**src/rtl/if_pkg.sv**
```systemverilog
// if_pkg: shared constants and fetch-buffer entry type for the instruction-fetch stage.
package if_pkg;
    localparam logic [31:0] BOOT_ROM_BASE = 32'hFFFFF000;
    localparam int INSTR_BYTES = 4;

    typedef struct packed {
        logic [31:0] pc;
        logic [31:0] instr;
        logic        filled;
    } fetch_entry_t;
endpackage

```
**src/rtl/fetch_buffer.sv**
```systemverilog
// fetch_buffer: circular buffer of fetch entries, allocated and filled in order, popped from the head.
module fetch_buffer
    import if_pkg::*;
#(
    parameter  int DEPTH = 4,
    localparam int PW    = $clog2(DEPTH),
    localparam int CW    = PW + 1
) (
    input  logic          clk,
    input  logic          reset_n,
    input  logic          alloc,
    input  logic [31:0]   alloc_pc,
    input  logic          fill,
    input  logic [31:0]   fill_data,
    input  logic          pop,
    input  logic          flush,
    output fetch_entry_t  head,
    output logic [CW-1:0] count,
    output logic [CW-1:0] unfilled
);
    fetch_entry_t  mem [DEPTH];
    logic [PW-1:0] hd, tl, fp;

    assign head = mem[hd];

    // alloc and fill never target the same slot: fill only touches entries already allocated
    always_ff @(posedge clk) begin
        if (alloc)
            mem[tl] <= '{pc: alloc_pc, instr: '0, filled: 1'b0};
        if (fill) begin
            mem[fp].instr  <= fill_data;
            mem[fp].filled <= 1'b1;
        end
    end

    always_ff @(posedge clk or negedge reset_n) begin
        if (!reset_n)
            {hd, tl, fp, count, unfilled} <= '0;
        else if (flush)
            {hd, tl, fp, count, unfilled} <= '0;
        else begin
            hd       <= hd + PW'(pop);
            tl       <= tl + PW'(alloc);
            fp       <= fp + PW'(fill);
            count    <= count + CW'(alloc) - CW'(pop);
            unfilled <= unfilled + CW'(alloc) - CW'(fill);
        end
    end
endmodule

```
**src/rtl/fetch_sequencer.sv**
```systemverilog
// fetch_sequencer: IF1/IF2 fetch controller; issues credit-limited in-order imem requests,
// steers the PC register and discards responses left in flight by a redirect.
module fetch_sequencer #(
    parameter int DEPTH       = 4,
    parameter int INSTR_BYTES = if_pkg::INSTR_BYTES
) (
    input  logic        clk,
    input  logic        reset_n,
    input  logic [31:0] current_pc_if1,
    output logic [31:0] next_pc_if1,
    output logic        pc_en,
    output logic        imem_req_valid,
    input  logic        imem_req_ready,
    output logic [31:0] imem_req_addr,
    input  logic        imem_rsp_valid,
    input  logic [31:0] imem_rsp_data,
    input  logic        redirect_valid,
    input  logic [31:0] redirect_pc,
    output logic        inst_valid,
    input  logic        inst_ready,
    output logic [31:0] inst_data,
    output logic [31:0] inst_pc
);
    import if_pkg::*;

    localparam int CW = $clog2(DEPTH) + 1;

    logic          run, redir, accept, fill, pop, rsp_drop;
    logic [CW-1:0] count, unfilled, drop_cnt;
    fetch_entry_t  head;

    assign redir          = run & redirect_valid;
    assign imem_req_valid = run & ~redirect_valid &
                            (({1'b0, count} + {1'b0, drop_cnt}) < (CW+1)'(DEPTH));
    assign imem_req_addr  = current_pc_if1;
    assign accept         = imem_req_valid & imem_req_ready;
    assign pc_en          = accept | redir;
    assign next_pc_if1    = redir ? redirect_pc : current_pc_if1 + 32'(INSTR_BYTES);

    // a response colliding with a redirect belongs to an entry being flushed, so it is consumed as stale
    assign rsp_drop = imem_rsp_valid & ((drop_cnt != '0) | (redir & (unfilled != '0)));
    assign fill     = imem_rsp_valid & ~redir & (drop_cnt == '0) & (unfilled != '0);

    assign inst_valid = (count != '0) & head.filled;
    assign inst_data  = head.instr;
    assign inst_pc    = head.pc;
    assign pop        = inst_valid & inst_ready;

    always_ff @(posedge clk or negedge reset_n) begin
        if (!reset_n) begin
            run      <= 1'b0;
            drop_cnt <= '0;
        end else begin
            run      <= 1'b1;
            drop_cnt <= drop_cnt + (redir ? unfilled : '0) - CW'(rsp_drop);
        end
    end

    fetch_buffer #(.DEPTH(DEPTH)) u_buf (
        .clk       (clk),
        .reset_n   (reset_n),
        .alloc     (accept),
        .alloc_pc  (current_pc_if1),
        .fill      (fill),
        .fill_data (imem_rsp_data),
        .pop       (pop),
        .flush     (redir),
        .head      (head),
        .count     (count),
        .unfilled  (unfilled)
    );

    assert property (@(posedge clk) disable iff (!reset_n)
        !(imem_rsp_valid && drop_cnt == '0 && unfilled == '0));
endmodule

```
**config.mk**
```make
export PLATFORM = sky130hd
export DESIGN_NAME = fetch_sequencer
export DESIGN_NICKNAME = d
export VERILOG_FILES = /design/src/rtl/if_pkg.sv /design/src/rtl/fetch_buffer.sv /design/src/rtl/fetch_sequencer.sv
export SDC_FILE = /design/constraint.sdc
export NUM_CORES = 1
export LEC_CHECK = 0
export CAP_MARGIN = 0
export CORE_MARGIN = 2
export CORE_UTILIZATION = 51
export DETAILED_ROUTE_END_ITERATION = 16
export GPL_ROUTABILITY_DRIVEN = 0
export PLACE_DENSITY_LB_ADDON = 0.08
export SETUP_SLACK_MARGIN = 0.3
export SLEW_MARGIN = 20
export SYNTH_ARGS = -nofsm -noshare
export SYNTH_HDL_FRONTEND = slang
export SYNTH_SLANG_ARGS = --single-unit
```
**constraint.sdc**
```tcl
create_clock -name clk -period 8.65 [get_ports clk]
set_clock_uncertainty 0.05 [all_clocks]
set_input_delay 1.2975 -clock clk [delete_from_list [all_inputs] [get_ports clk]]
set_output_delay 1.2975 -clock clk [all_outputs]
set_load 0.01 [all_outputs]
```
==> parameters.txt, run 1 <==
Parameter                              Value

Detailed routing
  Number of DRC violations after detailed routing    0
  Count of routing violations after the opening detailed-route iteration    599
  Routed WL    27.3 mm
  Detailed-route via count    between 7000 and 8000
  Per-cell via count in the routed design    5.45
  Remaining antenna violation count    0
  Per-cell routed wire length    20.4 um
  Detailed-routing iteration count for the pre-antenna-repair pass    7

Clocking
  Clk pin slew, worst setup/hold paths    60 ps
  Clock Tree Root    sky130_fd_sc_hd__clkbuf_16
  Number of post-CTS setup repair buffers    0
  Number of sinks driven by the clock tree    ~280
  Number of gates given a new drive strength after cts    0
  Deepest level of the CTS H-tree    1
  Worst-Skew Late Latency    520 ps
  CTS max path bufs    3
  Number of hold buffers added after cts    0
  Total clock buffers created by CTS    29
  TritonCTS clock tree    yes

Global routing
  Antenna violations before repair    1
  First-pass GRT wire length    between 40 and 50 mm
  Via count of the first global-routing pass    approximately 7600
  Grt total ovfl    0
  Pin count of the biggest net entering global routing    67
  Gr usage total    21.6%

Place
  # port buffers    approximately 230
  Cell area after placement    14900 um2
  Placement Setup Slack    3080 ps
  HPWL after DPL    17.1 mm

Synth
  Net count of the mapped netlist    907
  Async set-reset flop share out of synthesis    5.80%
  Cell type with the highest aggregate area in the netlist    sky130_fd_sc_hd__edfxtp_1
  Gate count after technology mapping    789
  Total of flip-flops plus latches after synthesis    approximately 280
  Synth warnings    0
  Area share of the leading cell type in the synthesized netlist    62.0%
  Mean area per synthesized cell    ~16 um2
  Top FF cell, synth    sky130_fd_sc_hd__edfxtp_1
  Share of the yosys chip area belonging to registers    65.8%
  Number of synthesized flops with an enable pin    256
  Most area-consuming cells after synthesis    sky130_fd_sc_hd__edfxtp_1 62%, sky130_fd_sc_hd__mux4_2 12%, sky130_fd_sc_hd__and2_1 6.8%, sky130_fd_sc_hd__dfrtp_1 3.2%, sky130_fd_sc_hd__buf_4 2.0%
  Synthesized cell area    between 10000 and 15000 um2
  Count of unique library cells instantiated by Yosys    43

Die
  Height of the die    roughly 160 um
  Die X-Extent    160 um
  Starting density of the core    around 50%
  Total number of placement rows    57
  Overall die area    25600 um2
  I/O pins    233
  Core area    24100 um2

STA
  Final count of negative-setup-slack endpoints    0
  Final setup TNS    0 ps
  Pins over their slew limit    0
  Unrepaired setup endpoints after global routing    false
  Worst slew slack as a fraction of its limit    between 30% and 40%
  Setup ws final    3060 ps
  Transition time at the pin with the least slew margin    about 1000 ps
  Timing-limited maximum frequency    0.179 GHz
  Final Cycle Share    64.7%
  Final critical path time including I/O delays and setup    ~5600 ps
  Total count of hold-check failures in the final report    0

Layout
  Number of nets at the end of the flow    1110
  Fillers    1826
  Proportion of layout cells with a drive suffix above 1    12.8%
  Area of all placed cells without fillers    15800 um2
  Signed area change from the synthesized netlist to the final layout    27.1%

Worst setup path
  Arrival time worst endpoint    4240 ps
  Req. time, crit path    7300 ps
  Startpoint type of the worst setup path    input port
  CP Capture Type    output pin
  Setup CP Type    input port to output pin
  Max Fanout on Critical Path    9

Power and ir drop
  Net switching power    around 0.0010 W
  Leakage power of the design    5.34 nW
  P per Cell Area    246 nW/um2
  Max VDD drop    approximately 0.13 mV
  Part of the power in combinational logic    a little over a quarter
  Power, Total    0.00388 W
  Sw Share    26.2%
  Share of power burned in the clock network    30.3%
  Internal    0.00286 W
  Sequential power share    ~43%

Outcome
  Outcome    completed

Worst hold path
  Hold Path Class    register to register

Job
  Number of violations of the max-capacitance limit    0
[cell families (layout without fill, tap and decap cells)]
logic type	count (synthesis)	in the layout	share of synthesized area, %
flops	276	276	65.8
simple gates	264	264	12.3
buf+inv	91	313	3.90
mux	66	66	11.9
compound gates	52	52	2.60
xor+xnor	23	23	1.62
fa+ha+maj	16	16	1.79
other cells	1	2	0.0302
[critical path, stage by stage]
cell                              delay [ps]
sky130_fd_sc_hd__clkdlybuf4s50_1         720
sky130_fd_sc_hd__ha_1                    280
sky130_fd_sc_hd__nand3_1                 120
sky130_fd_sc_hd__or4_1                   690
sky130_fd_sc_hd__or3_1                   390
sky130_fd_sc_hd__a31oi_1                 180
sky130_fd_sc_hd__clkdlybuf4s50_1         560
[cell type report]
class / instances / area [um2] / area share, %
clock inverter: 16 / 146 / 0.928
timing repair buffer: 245 / 2420 / 15.3
multi-input combinational: 422 / 3800 / 24.1
antenna: 1 / 2.50 / 0.0159
sequential: 276 / 8180 / 51.9
tap: 324 / 405 / 2.57
clock buffer: 34 / 744 / 4.72
inverter: 18 / 67.6 / 0.429
[Yosys cell counts (15+ instances only)]
cell type,instances
sky130_fd_sc_hd__a31oi_1,15
sky130_fd_sc_hd__buf_4,33
sky130_fd_sc_hd__clkbuf_1,26
sky130_fd_sc_hd__o21ai_0,20
sky130_fd_sc_hd__edfxtp_1,256
sky130_fd_sc_hd__nand3_1,16
sky130_fd_sc_hd__nor2_1,23
sky130_fd_sc_hd__nand2_1,39
sky130_fd_sc_hd__inv_1,18
sky130_fd_sc_hd__mux4_2,65
sky130_fd_sc_hd__dfrtp_1,16
sky130_fd_sc_hd__and2_1,135
[cells in the final DEF, fill, tap and decap left out, drive strengths merged, types with 2 or more instances in the layout]
cell type,netlist,routed
buf,46,13
a21o,3,3
o31ai,10,10
inv,18,18
nor3b,2,2
nor2,23,23
nand2,39,39
o21ai,20,20
nand3b,3,3
nand4,10,10
and3,7,7
clkbuf,27,34
fa,3,3
and2,135,135
nor3,2,2
clkinv,0,13
xor2,11,11
clkdlybuf4s50,0,232
and4,4,4
dfxtp,4,4
or3,7,7
mux4,65,65
or4,12,12
dfrtp,16,16
ha,13,13
nand3,16,16
xnor2,12,12
bufinv,0,3
a31oi,15,15
edfxtp,256,256
[flip-flops by register name, indices dropped and copies added (netlist names)]
name and count:
u_buf.mem 260, drop_cnt 3, u_buf.count 3, u_buf.unfilled 3
u_buf.fp 2, u_buf.hd 2, u_buf.tl 2, run 1
[layer usage]
layer | GRT usage [%] | vias to the layer above | share of wire, %
li1 | - | 3364 | -
met1 | 26.7 | 3636 | 40
met2 | 38.6 | 257 | 52
met3 | 5.06 | 27 | 7.2
met4 | 5.04 | 0 | 1.3
met5 | 0 | - | 0
[power groups by stage]
stage,logic [W],clock network [W],registers (W)
2_1_floorplan,0.000623,0,0.00160
3_3_place_gp,0.00104,0,0.00171
3_5_place_dp,0.00104,0,0.00171
4_1_cts,0.00105,0.00120,0.00168
5_1_grt,0.00111,0.00125,0.00170
6_report,0.00103,0.00117,0.00168
[worst paths after layout]
kind / start / end / slack [ps] / depth (start not counted)
min in group asynchronous: reset_n / u_buf.count[2] / 1180 / 1
max in group asynchronous: reset_n / u_buf.hd[1] / 6790 / 1
setup / recovery: current_pc_if1[2] / next_pc_if1[22] / 3060 / 7
hold / removal: u_buf.mem[3][0] / u_buf.mem[3][0] / 400 / 1
setup reg to reg: u_buf.hd[0] / u_buf.count[2] / 4710 / 12
hold reg to reg: u_buf.mem[3][0] / u_buf.mem[3][0] / 400 / 1
[metrics by stage]
stage                     std cells  hold slack [ps]  utilization (%)
after floorplan                 789              371                -
after global placement         1285              383             61.7
after detailed placement       1285              389             61.7
after CTS                      1335              403             65.4
after global routing           1336              424             65.4
final                          1336              402             65.4
Power figures use the tool's default switching activity.
==> run 2, diff against run 1 <==
--- a/config.mk
+++ b/config.mk
@@ -7,7 +7,7 @@
 export LEC_CHECK = 0
 export CAP_MARGIN = 0
 export CORE_MARGIN = 2
-export CORE_UTILIZATION = 51
+export CORE_UTILIZATION = 47
 export DETAILED_ROUTE_END_ITERATION = 16
 export GPL_ROUTABILITY_DRIVEN = 0
 export PLACE_DENSITY_LB_ADDON = 0.08
==> constraint.sdc (replaced) <==
create_clock -name clk -period 4.8 [get_ports clk]
set_clock_uncertainty 0.05 [all_clocks]
set_input_delay 0.72 -clock clk [delete_from_list [all_inputs] [get_ports clk]]
set_output_delay 0.72 -clock clk [all_outputs]
set_load 0.01 [all_outputs]
==> parameters.txt, run 2 (same netlist as run 1, synthesis figures left out) <==
Parameter                              Value

Worst setup path
  Setup CP Type    input port to output pin
  Req. time, crit path    4030 ps (-3270 ps)
  Max Fanout on Critical Path    10 (+1)
  Slowest cell on crit path    sky130_fd_sc_hd__clkdlybuf4s50_1
  Longest individual stage delay on the worst path    690 ps (-30 ps)
  Startpoint type of the worst setup path    input port
  Arrival time worst endpoint    3630 ps (-610 ps)
  Critical path cell sequence    clkdlybuf4s50_1, nand2_1, or4_1, or4_1, a31oi_1, clkdlybuf4s50_1
  CP Capture Type    output pin

STA
  Final setup TNS    0 ps (unchanged)
  Final count of negative-setup-slack endpoints    0 (unchanged)
  Worst slew slack as a fraction of its limit    37.7% (+6.1 points)
  Final Cycle Share    91.6%
  Final critical path time including I/O delays and setup    4400 ps
  Transition time at the pin with the least slew margin    935 ps (-91.6 ps)
  Total count of hold-check failures in the final report    0 (unchanged)
  Unrepaired setup endpoints after global routing    false
  Timing-limited maximum frequency    0.227 GHz
  Pins over their slew limit    0 (unchanged)

Power and ir drop
  Max VDD drop    0.239 mV (+81%)
  Power, Total    0.00716 W (+85%)
  Leakage power of the design    5.49 nW (+2.7%)
  P per Cell Area    446 nW/um2 (+81%)

Layout
  Most frequent standard cell in the layout excluding fill and tap cells    sky130_fd_sc_hd__edfxtp_1
  Area of all placed cells without fillers    16100 um2 (+1.8%)
  Commonest cells after routing, fill and taps aside    256 x sky130_fd_sc_hd__edfxtp_1, 232 x sky130_fd_sc_hd__clkdlybuf4s50_1, 135 x sky130_fd_sc_hd__and2_1, 65 x sky130_fd_sc_hd__mux4_2, 38 x sky130_fd_sc_hd__nand2_1
  Number of flip-flops in the largest register    260 (unchanged)
  Number of antenna diodes    0 (-1)
  Proportion of layout cells with a drive suffix above 1    15.5% (+2.7 points)
  Largest reg by FF count    u_buf.mem
  Signed area change from the synthesized netlist to the final layout    29.4%
  Number of nets at the end of the flow    1133 (+2.1%)

Global routing
  Antenna violations before repair    0 (-1)
  Gr usage total    20.8% (-0.78 points)
  Grt total ovfl    0 (unchanged)
  First-pass GRT wire length    44.6 mm (+4.9%)
  Via count of the first global-routing pass    7916 (+4.4%)
  Pin count of the biggest net entering global routing    44 (-34%)

Place
  Cell area after placement    15100 um2 (+1.3%)
  # port buffers    232 (unchanged)
  HPWL after DPL    18.3 mm (+6.5%)

Detailed routing
  Count of routing violations after the opening detailed-route iteration    530 (-12%)
  Per-cell via count in the routed design    5.40 (-0.92%)
  Routed WL    28.7 mm (+5.3%)
  Detailed-route via count    7422 (+1.9%)
  Detailed-routing iteration count for the pre-antenna-repair pass    5 (-2)
  Per-cell routed wire length    20.9 um (+2.4%)
  Number of DRC violations after detailed routing    0 (unchanged)
  Remaining antenna violation count    0 (unchanged)

Outcome
  Outcome    completed

Clocking
  Worst-Skew Late Latency    540 ps (+20 ps)
  Total clock buffers created by CTS    30 (+3.4%)
  CTS max path bufs    3 (unchanged)
  Number of sinks driven by the clock tree    276 (unchanged)
  Deepest level of the CTS H-tree    1 (unchanged)
  TritonCTS clock tree    yes
  Clk pin slew, worst setup/hold paths    60 ps (about the same)
  Clock Tree Root    sky130_fd_sc_hd__clkbuf_16

Die
  Core area    26000 um2 (+7.8%)
  Total number of placement rows    59 (+3.5%)
  Die X-Extent    166 um (+4.1%)
  Height of the die    166 um (+4.1%)
  Overall die area    27700 um2 (+8.3%)
  Starting density of the core    47.8% (-3.7 points)
  I/O pins    233 (unchanged)

Job
  Number of violations of the max-capacitance limit    0 (unchanged)

Worst hold path
  Hold Path Class    register to register
==> run 2: cell count changes in the layout (fill, tap and decap cells not counted), sizes merged <==
cell      before  now
inv           18   19
diode          1    0
buf           13   35
clkinv        13   12
clkinvlp       0    3
clkbuf        34   37
==> run 2: power breakdown <==
| group | leakage [nW] | internal (W) | switching, W |
|---|---|---|---|
| Clock | 0.478 | 0.00134 | 0.000906 |
| Combinational | 2.49 | 0.00113 | 0.000772 |
| Sequential | 2.52 | 0.00278 | 0.000218 |
==> run 2: worst max-delay path, delay by kind of cell <==
family / cells / cell delay (ps)
buffers and inverters: 2 / 1290
AO/OA/AOI/OAI: 1 / 260
AND/OR/NAND/NOR: 3 / 1360
==> run 2: worst paths after layout <==
path / startpoint / end / slack (ps) / cells after the start
max: current_pc_if1[14] / next_pc_if1[29] / 400 / 6
max in group asynchronous: reset_n / u_buf.hd[1] / 3540 / 1
max reg2reg: u_buf.hd[0] / u_buf.count[2] / 1530 / 11
min in group asynchronous: reset_n / drop_cnt[0] / 580 / 1
min reg2reg: u_buf.mem[3][0] / u_buf.mem[3][0] / 410 / 1
min: u_buf.mem[3][0] / u_buf.mem[3][0] / 410 / 1
==> run 2: repair_timing <==
item | CTS | global route
hold buffers | 0 | 0
resized for setup | 0 | 1
endpoints found under the setup margin | 0 | 2
endpoints found under the hold margin | 0 | 0
setup buffers | 0 | 0
==> run 2: layout make-up <==
cell class / count / area [um2]
tap: 335 / 419
fill: 1972 / 9930
clock buffer: 37 / 798
inverter: 18 / 67.6
multi-input combinational: 422 / 3810
timing repair buffer: 267 / 2600
clock inverter: 19 / 180
sequential: 276 / 8180
==> run 2: metal layers <==
metal / GRT usage [%] / wire length [um]
met4: 5.02 / 529
met2: 36.4 / 14500
met1: 26.0 / 11500
met5: 0 / 0
met3: 5.44 / 2250
==> run 2: stage by stage <==
| step | std cells | setup WS [ps] | util, % | hold slack, ps |
|---|---|---|---|---|
| final | 1374 | 402 | 61.8 | 409 |
| after global routing | 1374 | 306 | 61.8 | 427 |
| after CTS | 1374 | 426 | 61.8 | 406 |
| after detailed placement | 1318 | 422 | 58.0 | 398 |
| after global placement | 1318 | 464 | 58.0 | 383 |
| after floorplan | 789 | 506 | - | 371 |
==> run 3, diff against run 2 <==
--- a/config.mk
+++ b/config.mk
@@ -8,6 +8,7 @@
 export CAP_MARGIN = 0
 export CORE_MARGIN = 2
 export CORE_UTILIZATION = 47
+export CTS_CLUSTER_DIAMETER = 150
 export DETAILED_ROUTE_END_ITERATION = 16
 export GPL_ROUTABILITY_DRIVEN = 0
 export PLACE_DENSITY_LB_ADDON = 0.08
@@ -16,3 +17,4 @@
 export SYNTH_ARGS = -nofsm -noshare
 export SYNTH_HDL_FRONTEND = slang
 export SYNTH_SLANG_ARGS = --single-unit
+export TNS_END_PERCENT = 50
==> results of run 3 <==
The final DEF is identical to that of run 2; final timing and power are the same.
